[src/rtl/lc3_pkg.sv]
// Shared opcode constants, memory-state encoding and instruction field helpers
// for the LC-3 pipeline controller.
package lc3_pkg;

   localparam logic [3:0] OP_BR  = 4'b0000;
   localparam logic [3:0] OP_ADD = 4'b0001;
   localparam logic [3:0] OP_LD  = 4'b0010;
   localparam logic [3:0] OP_ST  = 4'b0011;
   localparam logic [3:0] OP_AND = 4'b0101;
   localparam logic [3:0] OP_LDR = 4'b0110;
   localparam logic [3:0] OP_STR = 4'b0111;
   localparam logic [3:0] OP_NOT = 4'b1001;
   localparam logic [3:0] OP_LDI = 4'b1010;
   localparam logic [3:0] OP_STI = 4'b1011;
   localparam logic [3:0] OP_JMP = 4'b1100;
   localparam logic [3:0] OP_LEA = 4'b1110;

   typedef enum logic [1:0] {
      MS_READ     = 2'd0,
      MS_WRITE    = 2'd1,
      MS_INDIRECT = 2'd2,
      MS_IDLE     = 2'd3
   } mem_state_t;

   function automatic logic [3:0] opcode(input logic [15:0] instr);
      return instr[15:12];
   endfunction

   function automatic logic [2:0] dr_field(input logic [15:0] instr);
      return instr[11:9];
   endfunction

   function automatic logic [2:0] sr1_field(input logic [15:0] instr);
      return instr[8:6];
   endfunction

   function automatic logic [2:0] sr2_field(input logic [15:0] instr);
      return instr[2:0];
   endfunction

   function automatic logic is_branch(input logic [3:0] op);
      return (op == OP_BR) || (op == OP_JMP);
   endfunction

   function automatic logic writes_alu(input logic [3:0] op);
      return (op == OP_ADD) || (op == OP_AND) || (op == OP_NOT) || (op == OP_LEA);
   endfunction

   function automatic logic is_load(input logic [3:0] op);
      return (op == OP_LD) || (op == OP_LDR) || (op == OP_LDI);
   endfunction

endpackage

[src/rtl/lc3_pipe_controller_if.sv]
// Handshake/status bundle between the LC-3 datapath (master) and the pipeline
// controller (slave).
interface lc3_pipe_controller_if;
   logic        complete_instr;
   logic        complete_data;
   logic [15:0] Imem_dout;
   logic [15:0] IR;
   logic [15:0] IR_Exec;
   logic [2:0]  psr;
   logic        enable_fetch;
   logic        enable_updatePC;
   logic        enable_decode;
   logic        enable_execute;
   logic        enable_writeback;
   logic        br_taken;
   logic [1:0]  mem_state;
   logic        bypass_alu_1;
   logic        bypass_alu_2;
   logic        bypass_mem_1;
   logic        bypass_mem_2;

   modport master (
      output complete_instr, complete_data, Imem_dout, IR, IR_Exec, psr,
      input  enable_fetch, enable_updatePC, enable_decode, enable_execute,
             enable_writeback, br_taken, mem_state,
             bypass_alu_1, bypass_alu_2, bypass_mem_1, bypass_mem_2
   );

   modport slave (
      input  complete_instr, complete_data, Imem_dout, IR, IR_Exec, psr,
      output enable_fetch, enable_updatePC, enable_decode, enable_execute,
             enable_writeback, br_taken, mem_state,
             bypass_alu_1, bypass_alu_2, bypass_mem_1, bypass_mem_2
   );
endinterface

[src/rtl/lc3_hazard_detect.sv]
// Combinational RAW compare between the instruction in Memory/Writeback and the
// instruction in Execute; split by producer kind (ALU result vs. load data).
module lc3_hazard_detect
   import lc3_pkg::*;
(
   input  logic [15:0] ir,
   input  logic [15:0] ir_exec,
   output logic        alu_1,
   output logic        alu_2,
   output logic        mem_1,
   output logic        mem_2
);

   logic [3:0] exec_op;
   logic [2:0] exec_dr;
   logic       hit_1;
   logic       hit_2;
   logic       exec_alu;
   logic       exec_load;

   assign exec_op   = opcode(ir_exec);
   assign exec_dr   = dr_field(ir_exec);
   assign exec_alu  = writes_alu(exec_op);
   assign exec_load = is_load(exec_op);

   // SR2 only exists in register mode (bit 5 clear selects a register operand)
   assign hit_1 = (exec_dr == sr1_field(ir));
   assign hit_2 = !ir[5] && (exec_dr == sr2_field(ir));

   assign alu_1 = exec_alu  & hit_1;
   assign alu_2 = exec_alu  & hit_2;
   assign mem_1 = exec_load & hit_1;
   assign mem_2 = exec_load & hit_2;

endmodule

[src/rtl/lc3_pipe_controller.sv]
// LC-3 pipeline sequencer: stage enables, stalls, branch bubbles, LDI/STI memory FSM.
// Build option LC3_BYPASS_EN: forward via bypass selects instead of stalling on RAW hazards.
//
// state            | meaning
// MS_READ     (0)  | data read in flight; writeback fires on completion
// MS_WRITE    (1)  | data write in flight
// MS_INDIRECT (2)  | LDI/STI pointer fetch in flight
// MS_IDLE     (3)  | no data access; pipeline free to advance
module lc3_pipe_controller
   import lc3_pkg::*;
#(
   parameter int unsigned BR_PENALTY = 3
) (
   input  logic                 clock,
   input  logic                 reset,
   lc3_pipe_controller_if.slave bus
);

   localparam logic [2:0] BR_CNT_INIT = 3'(BR_PENALTY);

   mem_state_t ms_q, ms_d;
   logic [2:0] br_q, br_d;
   logic [2:0] valid_q, valid_d;
   logic [1:0] haz_q, haz_d;
   logic       haz_done_q, haz_done_d;
   logic       fetch_q, fetch_d;
   logic       pc_q, pc_d;
   logic       dec_q, dec_d;
   logic       exe_q, exe_d;
   logic       wb_q, wb_d;
   logic       taken_q, taken_d;

   logic [3:0] ir_op;
   logic [3:0] dout_op;
   logic       raw_alu_1, raw_alu_2, raw_mem_1, raw_mem_2;
   logic       raw_stall;
   logic       mem_wb;
   logic       haz_trig;
   logic       br_load;

   assign ir_op   = opcode(bus.IR);
   assign dout_op = opcode(bus.Imem_dout);

   lc3_hazard_detect u_hazard (
      .ir      (bus.IR),
      .ir_exec (bus.IR_Exec),
      .alu_1   (raw_alu_1),
      .alu_2   (raw_alu_2),
      .mem_1   (raw_mem_1),
      .mem_2   (raw_mem_2)
   );

`ifdef LC3_BYPASS_EN
   assign bus.bypass_alu_1 = raw_alu_1;
   assign bus.bypass_alu_2 = raw_alu_2;
   assign bus.bypass_mem_1 = raw_mem_1;
   assign bus.bypass_mem_2 = raw_mem_2;
   assign raw_stall        = 1'b0;
`else
   assign bus.bypass_alu_1 = 1'b0;
   assign bus.bypass_alu_2 = 1'b0;
   assign bus.bypass_mem_1 = 1'b0;
   assign bus.bypass_mem_2 = 1'b0;
   assign raw_stall        = raw_alu_1 | raw_alu_2 | raw_mem_1 | raw_mem_2;
`endif

   always_ff @(posedge clock or negedge reset) begin
      if (!reset) begin
         ms_q       <= MS_IDLE;
         br_q       <= '0;
         valid_q    <= '0;
         haz_q      <= '0;
         haz_done_q <= 1'b0;
         fetch_q    <= 1'b1;
         pc_q       <= 1'b1;
         dec_q      <= 1'b0;
         exe_q      <= 1'b0;
         wb_q       <= 1'b0;
         taken_q    <= 1'b0;
      end else begin
         ms_q       <= ms_d;
         br_q       <= br_d;
         valid_q    <= valid_d;
         haz_q      <= haz_d;
         haz_done_q <= haz_done_d;
         fetch_q    <= fetch_d;
         pc_q       <= pc_d;
         dec_q      <= dec_d;
         exe_q      <= exe_d;
         wb_q       <= wb_d;
         taken_q    <= taken_d;
      end
   end

   always_comb begin
      ms_d       = ms_q;
      br_d       = br_q;
      valid_d    = valid_q;
      haz_d      = haz_q;
      haz_done_d = haz_done_q;
      taken_d    = 1'b0;
      fetch_d    = 1'b0;
      pc_d       = 1'b0;
      dec_d      = 1'b0;
      exe_d      = 1'b0;

      case (ms_q)
         MS_IDLE: begin
            if (exe_q) begin
               case (ir_op)
                  OP_LD,  OP_LDR: ms_d = MS_READ;
                  OP_ST,  OP_STR: ms_d = MS_WRITE;
                  OP_LDI, OP_STI: ms_d = MS_INDIRECT;
                  default:        ms_d = MS_IDLE;
               endcase
            end
         end
         MS_INDIRECT: if (bus.complete_data) ms_d = (ir_op == OP_LDI) ? MS_READ : MS_WRITE;
         MS_READ:     if (bus.complete_data) ms_d = MS_IDLE;
         MS_WRITE:    if (bus.complete_data) ms_d = MS_IDLE;
      endcase

      mem_wb = (ms_q == MS_READ) && bus.complete_data;
      wb_d   = mem_wb;

      // A finished stall is not re-detected until Execute has advanced once
      haz_trig = raw_stall && exe_q && !haz_done_q && (haz_q == 2'd0)
                 && (ms_d == MS_IDLE) && bus.complete_instr;
      if (haz_q != 2'd0) haz_d = haz_q - 2'd1;
      else if (haz_trig) haz_d = 2'd2;
      if (haz_q == 2'd1) haz_done_d = 1'b1;
      else if (exe_q)    haz_done_d = 1'b0;

      br_load = is_branch(dout_op) && dec_q && bus.complete_instr && (ms_d == MS_IDLE)
                && !haz_trig && (br_q == 3'd0);
      if ((ms_q == MS_IDLE) && (br_q != 3'd0)) begin
         br_d = br_q - 3'd1;
         if (br_q == 3'd1)
            taken_d = (ir_op == OP_JMP) | ((ir_op == OP_BR) & (|(bus.psr & dr_field(bus.IR))));
      end else if (br_load) begin
         br_d = BR_CNT_INIT;
      end

      if ((ms_d == MS_IDLE) && bus.complete_instr) begin
         if (haz_d != 2'd0) begin
            wb_d = mem_wb | valid_q[2];
         end else begin
            valid_d = {valid_q[1:0], 1'b1};
            exe_d   = valid_d[1];
            wb_d    = valid_d[2] | mem_wb;
            if (br_d == 3'd0) begin
               fetch_d = 1'b1;
               pc_d    = 1'b1;
               dec_d   = valid_d[0];
            end
         end
      end
   end

   assign bus.enable_fetch     = fetch_q;
   assign bus.enable_updatePC  = pc_q;
   assign bus.enable_decode    = dec_q;
   assign bus.enable_execute   = exe_q;
   assign bus.enable_writeback = wb_q;
   assign bus.br_taken         = taken_q;
   assign bus.mem_state        = ms_q;

endmodule
[src/flat_wrapper.sv]
// flat-port wrapper written by rule: the top's interface ports become plain ports
module lc3_pipe_controller_flat import lc3_pkg::*;
#(
   parameter int unsigned BR_PENALTY = 3
)
  (clock, reset, bus_complete_instr, bus_complete_data, bus_Imem_dout, bus_IR, bus_IR_Exec, bus_psr, bus_enable_fetch, bus_enable_updatePC, bus_enable_decode, bus_enable_execute, bus_enable_writeback, bus_br_taken, bus_mem_state, bus_bypass_alu_1, bus_bypass_alu_2, bus_bypass_mem_1, bus_bypass_mem_2);
  lc3_pipe_controller_if bus_i ();
  input  logic clock;
  input  logic reset;
  input wire logic [$bits(bus_i.complete_instr)-1:0] bus_complete_instr;
  input wire logic [$bits(bus_i.complete_data)-1:0] bus_complete_data;
  input wire logic [$bits(bus_i.Imem_dout)-1:0] bus_Imem_dout;
  input wire logic [$bits(bus_i.IR)-1:0] bus_IR;
  input wire logic [$bits(bus_i.IR_Exec)-1:0] bus_IR_Exec;
  input wire logic [$bits(bus_i.psr)-1:0] bus_psr;
  output wire logic [$bits(bus_i.enable_fetch)-1:0] bus_enable_fetch;
  output wire logic [$bits(bus_i.enable_updatePC)-1:0] bus_enable_updatePC;
  output wire logic [$bits(bus_i.enable_decode)-1:0] bus_enable_decode;
  output wire logic [$bits(bus_i.enable_execute)-1:0] bus_enable_execute;
  output wire logic [$bits(bus_i.enable_writeback)-1:0] bus_enable_writeback;
  output wire logic [$bits(bus_i.br_taken)-1:0] bus_br_taken;
  output wire logic [$bits(bus_i.mem_state)-1:0] bus_mem_state;
  output wire logic [$bits(bus_i.bypass_alu_1)-1:0] bus_bypass_alu_1;
  output wire logic [$bits(bus_i.bypass_alu_2)-1:0] bus_bypass_alu_2;
  output wire logic [$bits(bus_i.bypass_mem_1)-1:0] bus_bypass_mem_1;
  output wire logic [$bits(bus_i.bypass_mem_2)-1:0] bus_bypass_mem_2;
  assign bus_i.complete_instr = bus_complete_instr;
  assign bus_i.complete_data = bus_complete_data;
  assign bus_i.Imem_dout = bus_Imem_dout;
  assign bus_i.IR = bus_IR;
  assign bus_i.IR_Exec = bus_IR_Exec;
  assign bus_i.psr = bus_psr;
  assign bus_enable_fetch = bus_i.enable_fetch;
  assign bus_enable_updatePC = bus_i.enable_updatePC;
  assign bus_enable_decode = bus_i.enable_decode;
  assign bus_enable_execute = bus_i.enable_execute;
  assign bus_enable_writeback = bus_i.enable_writeback;
  assign bus_br_taken = bus_i.br_taken;
  assign bus_mem_state = bus_i.mem_state;
  assign bus_bypass_alu_1 = bus_i.bypass_alu_1;
  assign bus_bypass_alu_2 = bus_i.bypass_alu_2;
  assign bus_bypass_mem_1 = bus_i.bypass_mem_1;
  assign bus_bypass_mem_2 = bus_i.bypass_mem_2;
  lc3_pipe_controller #(.BR_PENALTY(BR_PENALTY)) u_core (.clock(clock), .reset(reset), .bus(bus_i));
endmodule
[config.mk]
export PLATFORM = sky130hd
export DESIGN_NAME = lc3_pipe_controller_flat
export DESIGN_NICKNAME = d
export VERILOG_FILES = /design/src/rtl/lc3_pkg.sv /design/src/rtl/lc3_pipe_controller_if.sv /design/src/rtl/lc3_hazard_detect.sv /design/src/rtl/lc3_pipe_controller.sv /design/src/flat_wrapper.sv
export SDC_FILE = /design/constraint.sdc
export NUM_CORES = 1
export LEC_CHECK = 0
export CORE_AREA = 5 5 57 69
export CTS_CLUSTER_DIAMETER = 30
export DETAILED_ROUTE_END_ITERATION = 16
export DIE_AREA = 0 0 62 74
export PLACE_DENSITY = 0.73
export SYNTH_ARGS = -nofsm -noshare
export SYNTH_HDL_FRONTEND = slang
export SYNTH_SLANG_ARGS = --single-unit
[constraint.sdc]
create_clock -name clock -period 1.75 [get_ports clock]
set_input_delay 0.35 -clock clock [delete_from_list [all_inputs] [get_ports clock]]
set_output_delay 0.35 -clock clock [all_outputs]
set_load 0.05 [all_outputs]
-- Word level (Yosys, flattened, before mapping)
Cells that the tools add are included.
- reductions and logical operators: 39
- bitwise gates (word level): 13
- add/sub/neg operators: 2
- eq/ne operators: 23
- mux-type cells: 21
- operator list (cell ; number):
    4-bit == test (second input constant) ; 7
    4-bit by 3-bit == test with 1-bit output (second input constant) ; 4
    1-bit logical AND ; 14
    4-bit by 2-bit == test with 1-bit output (second input constant) ; 3
    1-bit 2-to-1 mux ; 12
    2-bit case mux with 3 select lines ; 2
    2-bit 2-to-1 mux ; 5
    4-bit logical NOT ; 2
    2-bit OR reduction ; 4
    2-bit == test (second input constant) ; 3
    3-bit == test ; 2
    3-bit logical NOT ; 2
    1-bit logical OR ; 6
    3-bit 2-to-1 mux ; 2
    1-bit OR ; 6
    2-bit nonzero test ; 3
    1-bit AND ; 5
    2-bit by 1-bit == test with 1-bit output (second input constant) ; 2
    4-bit by 1-bit == test with 1-bit output (second input constant) ; 1
    2-bit logical NOT ; 2
    3-bit AND ; 1
    3-bit by 1-bit == test with 1-bit output (second input constant) ; 1
    1-bit logical NOT ; 3
    3-bit nonzero test ; 1
    5 further kinds ; 5
- input port bits: 55
- flip-flop bits (word level): 16

-- Logic depth before layout (Yosys ltp)
- word-level depth: 22
- mapped depth: 7
- gate-level depth less buffers: 7

-- Hierarchy
A second synthesis with hierarchy kept.
- cells, all modules: 96
- area, all modules: 965.9 µm²
- modules (own cells, without submodules) (module ; cells an instance ; area an instance (µm²) ; instances):
    lc3_pipe_controller ; 79 ; 852.1 ; 1
    lc3_hazard_detect ; 17 ; 113.9 ; 1

-- Worst setup path before layout
OpenSTA, ideal clock, no wires.
- kind: register to register
- start: reg u_core.ms_q[0] (netlist: u_core.bus.mem_state[0])
- end: reg u_core.dec_q (netlist: u_core.bus.enable_decode)
- arrival time: 1798 ps
- setup slack: -172 ps
- period minus slack after synthesis: 1922 ps
- stages on the path, launching flop included: 6
- path buffers: 0
- required time: 1625 ps
- cell sequence: dfstp_2 > nand4_1 > a211oi_1 > and4b_4 > a41o_1 > a2111oi_2
- cells in the longest elaborated chain, start to end: 15
- elaborated cells on any way between the ends: 27
- those cells by class: eq/ne (4); mux (11); reduce/logical (12)
- ends and longest elaborated chain (element ; line ; text):
    from (decl) ; lc3_pipe_controller.sv:21 ; mem_state_t ms_q, ms_d;
    from (signal assigned) ; lc3_pipe_controller.sv:81 ; ms_q <= ms_d;
    2-bit by 1-bit == test with 1-bit output / 2-bit logical NOT (equally long branches) ; lc3_pipe_controller.sv:107 ; case (ms_q)
    2-bit OR reduction (no source line) ; -- ;
    2-bit case mux with 3 select lines ; lc3_pipe_controller.sv:107 ;
    2-bit == test ; lc3_pipe_controller.sv:128, lc3_pipe_controller.sv:134, lc3_pipe_controller.sv:144 ;
    1-bit logical AND (2 in a row) ; lc3_pipe_controller.sv:128 ; && (ms_d == MS_IDLE) && bus.complete_instr;
    1-bit logical NOT ; lc3_pipe_controller.sv:135 ; && !haz_trig && (br_q == 3'd0);
    1-bit logical AND (2 in a row) ; lc3_pipe_controller.sv:135 ;
    3-bit 2-to-1 mux ; lc3_pipe_controller.sv:140 ; end else if (br_load) begin
    3-bit 2-to-1 mux ; lc3_pipe_controller.sv:136 ; if ((ms_q == MS_IDLE) && (br_q != 3'd0)) begin
    3-bit logical NOT ; lc3_pipe_controller.sv:151 ; if (br_d == 3'd0) begin
    1-bit 2-to-1 mux ; lc3_pipe_controller.sv:151 ;
    1-bit 2-to-1 mux ; lc3_pipe_controller.sv:145 ; if (haz_d != 2'd0) begin
    1-bit 2-to-1 mux (*) ; lc3_pipe_controller.sv:144 ; if ((ms_d == MS_IDLE) && bus.complete_instr) begin
    net u_core.dec_d ; lc3_pipe_controller.sv:28 ; logic dec_q, dec_d;
    to (signal assigned) ; lc3_pipe_controller.sv:76 ; dec_q <= 1'b0;
    to (signal assigned) ; lc3_pipe_controller.sv:88 ; dec_q <= dec_d;
    to (decl) ; lc3_pipe_controller.sv:28 ;
Mark *: on every way through the listed nets, which the timed path passes. The rest lies on a longest branch.
A chain may end at the register's enable or synchronous reset.

-- Worst setup path in the final report
- start: reg u_core.ms_q[0] (netlist: u_core.bus.mem_state[0])
- end: reg u_core.valid_q[1]
- cells in the longest elaborated chain, start to end: 11
- elaborated cells on any way between the ends: 18
- those cells by class: eq/ne (4); mux (6); bitwise (1); reduce/logical (7)
- ends and longest elaborated chain (element ; line ; text):
    2-bit by 1-bit == test with 1-bit output / 2-bit logical NOT (equally long branches) ; lc3_pipe_controller.sv:107 ;
    2-bit OR reduction (no source line) ; -- ;
    2-bit case mux with 3 select lines (*) ; lc3_pipe_controller.sv:107 ;
    net u_core.ms_d[1] ; lc3_pipe_controller.sv:21 ;
    2-bit == test (*) ; lc3_pipe_controller.sv:128, lc3_pipe_controller.sv:144 ;
    1-bit logical AND (2 in a row) ; lc3_pipe_controller.sv:128 ;
    2-bit 2-to-1 mux ; lc3_pipe_controller.sv:130 ; else if (haz_trig) haz_d = 2'd2;
    2-bit 2-to-1 mux ; lc3_pipe_controller.sv:129 ; if (haz_q != 2'd0) haz_d = haz_q - 2'd1;
    2-bit nonzero test ; lc3_pipe_controller.sv:145 ;
    1-bit inverter (no source line) ; -- ;
    2-bit AND reduction (no source line) (*) ; -- ;
    to (signal assigned) ; lc3_pipe_controller.sv:83 ; valid_q <= valid_d;
    to (decl) ; lc3_pipe_controller.sv:23 ; logic [2:0] valid_q, valid_d;
Marks and branches as above.

==> run summary <==
The flow ran to the end, but the final reports show violations. The final reports fail on negative setup slack. The total power per unit cell area is 1320 nW/um^2. The final critical delay including setup and external delays came out at 1900 ps. The number of sinks driven by the clock tree is 16. IR analysis of the VDD net gives a maximum drop of about 0.98 mV.

The number of top-level design ports is 67. The critical path is of the register to register type. The total CTS buffers is 3. The number of buffers inserted by hold repair at cts is 0.

The area added between synthesis and finish is 71.6%. The leakage power came out at around 0.72 nW. After detailed routing, the met3 layer carries 235 microns of wire. The switching power came out at roughly 0.00084 W. The HPWL after detailed placement is roughly 2000 microns. The logic gate share of total power came out at 57.9%. The proportion of netlist area held by the largest area contributor came out at 34.5%. For this configuration, the core starts out at a cell density of 29.2%.

The synthesized netlist cell count came out at 90. After detailed placement, the design holds a cell count of between 150 and 200. The total congestion overflow after global routing came out at 0.

The share of the cycle needed by the critical path after routing is 109%. After detailed routing, the average wire length per cell comes to around 14 microns. Measured against the total synthesized area, the mux share comes to under 10%.

The total count of hold-check failures in the final report is 0. The first-iteration detailed-routing DRC count is 34. Summing the areas of all compound-gate instances in the mapped netlist gives 13.3% of the synthesized area.

The pre-antenna-repair detailed-routing pass consisted of 4 iterations. Of all cell types, the one taking the most synthesized area is dfrtp_1. In the synthesized netlist the async set-or-reset flop fraction comes to 100%. The die is 74 microns tall. The via count of the first global-routing pass came out at 993. The post-detailed-routing wire length came out at about 2600 microns.

The main combinational cell family by area after synthesis is simple AND/OR/NAND/NOR gates. The number of DRC violations after detailed routing is 0. The path class of the lowest-slack min-delay path is input pin to async pin. TritonCTS built the clock tree.

The count of pins over their slew limit came out at 0. The share of final-layout standard cells stronger than drive strength 1 is between 30% and 40%. By count the netlist is led by 13 x dfrtp_1, 6 x xor2_1, 5 x buf_4, 5 x inv_1, 5 x nand2_1. The proportion of synthesized chip area in sequential cells is 42.9%. The final setup violation count is 7. The worst setup path is launched from a register.

Yosys attributes the largest share of cell area to dfrtp_1 35%, dfstp_2 8.4%, xor2_1 5.6%. CTS built an H-tree with a depth of 1. Timing would allow up to approximately 530 MHz. The final-layout fill cell count came out at around 310. In this run the clock root is driven by a clkbuf_8.

The net count reported at finish is between 200 and 250. The average via count per standard cell came out at 4.71. The total vias in the final route came out at slightly below 900. The overall global routing resource usage is 12.2%.

Setup repair after global routing could not meet its margin everywhere. The required time reported for the critical path endpoint came out at 1880 ps. dfrtp_1 is the most common cell in the netlist. The worst setup path is captured at a register. The core outline area is 3220 sq um. The final worst clock skew came out at 8.45 ps. The maximum number of buffers from clock root to sink is 2. The combined area of all synthesized cells came out at 942 sq um. The final weighted congestion in routability-driven placement came out at 0.765. The maximum fanout along the worst path came out at 7. The most instantiated flip-flop cell in the synthesis netlist is dfrtp_1. The post-synthesis register bit count came out at 16. The routed length on met2 came out at between 1000 and 1500 microns. The Yosys step of the flow raised 0 warnings. The floorplan step defined a die boundary enclosing 4590 sq um. The number of distinct library cells after synthesis came out at 42.

The cell-internal power came out at roughly 0.0013 W. At the later pin of the worst-skew pair, clock insertion delay measures 250 ps. The tool flagged a number of max-cap violations equal to 0. The count of flip-flops with a built-in enable after synthesis came out at 0.

The highest layer touched by signal routing is met4. The share of total power consumed by net switching is 39.3%. The number of cells on the worst reg-to-reg path is 5. The post-synthesis share of cell area spent on full adders, half adders and majority gates came out at 3.98%. The share of total power dissipated in the clock network is between 10% and 20%. The largest net degree at the start of global routing came out at 17. The floorplan step set the die width to approximately 62 microns. The non-filler instance count after layout is between 150 and 200. The post-route antenna net violation count is 0. The total routed wire length on the met1 layer is 970 microns. The count of buffers inserted at the top-level ports came out at 39. The first-pass GRT wire length came out at 4220 microns. The arrival time of data at the critical path endpoint is 2030 ps. The post-synthesis area per instance came out at approximately 10 sq um. The xor/xnor cell area share of the yosys netlist came out at roughly 7.4%. The total negative slack came out at -957 ps. The simple-gate share of the synthesized area is 22.4%. The share of power burned in registers is 27.0%. The row count came out at 23. The count of inserted antenna diode cells came out at 0. The number of antenna violations at the first check in global routing is 0. The clock-pin slew on the worst setup and hold paths came out at 70 ps. The worst-case setup margin in the final layout is -154 ps.
## flip-flops by register name, indices dropped and copies added (netlist names)
signal and count:
u_core.haz_q 2, u_core.bus.enable_execute 1, u_core.bus.enable_writeback 1, u_core.haz_done_q 1, u_core.bus.enable_decode 1, u_core.bus.mem_state 2, u_core.br_q 3, u_core.valid_q 3
u_core.bus.br_taken 1, u_core.bus.enable_fetch 1
## placed cells by master, fill, tap and decap left out, types with 3 or more instances in the layout
| cell type | synthesis | layout |
|---|---|---|
| buf_12 | 0 | 4 |
| buf_4 | 5 | 21 |
| clkbuf_8 | 0 | 4 |
| clkdlybuf4s50_1 | 0 | 25 |
| conb_1 | 1 | 4 |
| dfrtp_1 | 13 | 13 |
| dlygate4sd2_1 | 0 | 4 |
| ha_1 | 3 | 3 |
| inv_1 | 5 | 5 |
| nand2_1 | 5 | 5 |
| nor2_1 | 4 | 4 |
| xor2_1 | 6 | 6 |
## power by group through the flow
stage	registers [W]	clock network, W	logic [W]
6_report	0.000576	0.000323	0.00124
5_1_grt	0.000589	0.000350	0.00132
4_1_cts	0.000573	0.000329	0.00122
3_5_place_dp	0.000577	0	0.00114
3_3_place_gp	0.000571	0	0.00112
2_1_floorplan	0.000747	0	0.000443
## layout make-up
cell class / instances / area [sq um] / share of cell area [%]
Tap cell: 37 / 46.3 / 2.86
Clock buffer: 4 / 55.1 / 3.41
Inverter: 5 / 18.8 / 1.16
Sequential cell: 16 / 412 / 25.5
Multi-Input combinational cell: 67 / 537 / 33.2
Timing Repair Buffer: 56 / 548 / 33.9
## worst max-delay path: stages, from the launching register on
cell and delay, ps:
dfstp_4 660, nand2b_1 130, a31o_1 180, and4b_4 270, and3b_4 240, mux2_4 300
## per-stage QoR
stage | setup slack [ps] | cell area (sq um) | util (%) | total power, W | hold slack, ps
6_report | -154 | 1620 | 50.2 | 0.00214 | 419
5_1_grt | -228 | 1620 | 50.2 | 0.00226 | 436
4_1_cts | -132 | 1600 | 49.6 | 0.00212 | 430
3_5_place_dp | -468 | 1500 | 46.4 | 0.00172 | 491
2_1_floorplan | -148 | 961 | - | 0.00119 | 54.4
3_3_place_gp | -388 | 1500 | 46.4 | 0.00169 | 466
## per-layer routing
metal	global-route usage [%]	vias to the layer above
met4	2.12	0
met3	4.17	2
met2	21.1	39
met1	14.5	403
met5	0	-
li1	-	427
## cell families after synthesis
logic type | Yosys count
other cells | 1
buf+inv | 10
fa+ha+maj | 3
simple gates | 33
xor+xnor | 8
flops | 16
mux | 3
compound gates | 16
## final timing paths
kind | slack, ps | end | startpoint
min in group clock | 490 | u_core.haz_q[0] | u_core.haz_q[0]
min | 420 | u_core.bus.br_taken | reset
max in group asynchronous | 1080 | u_core.bus.mem_state[1] | reset
max | -150 | u_core.valid_q[1] | u_core.bus.mem_state[0]
max reg2reg | -150 | u_core.valid_q[1] | u_core.bus.mem_state[0]
min reg2reg | 490 | u_core.haz_q[0] | u_core.haz_q[0]
## what timing repair did
action | 4_1_cts | 5_1_grt
pin swaps | 7 | 3
gates resized for setup | 11 | 4
setup buffers | 2 | 1
setup endpoints to repair | 7 | 9
(Power assumes the default switching activity.)
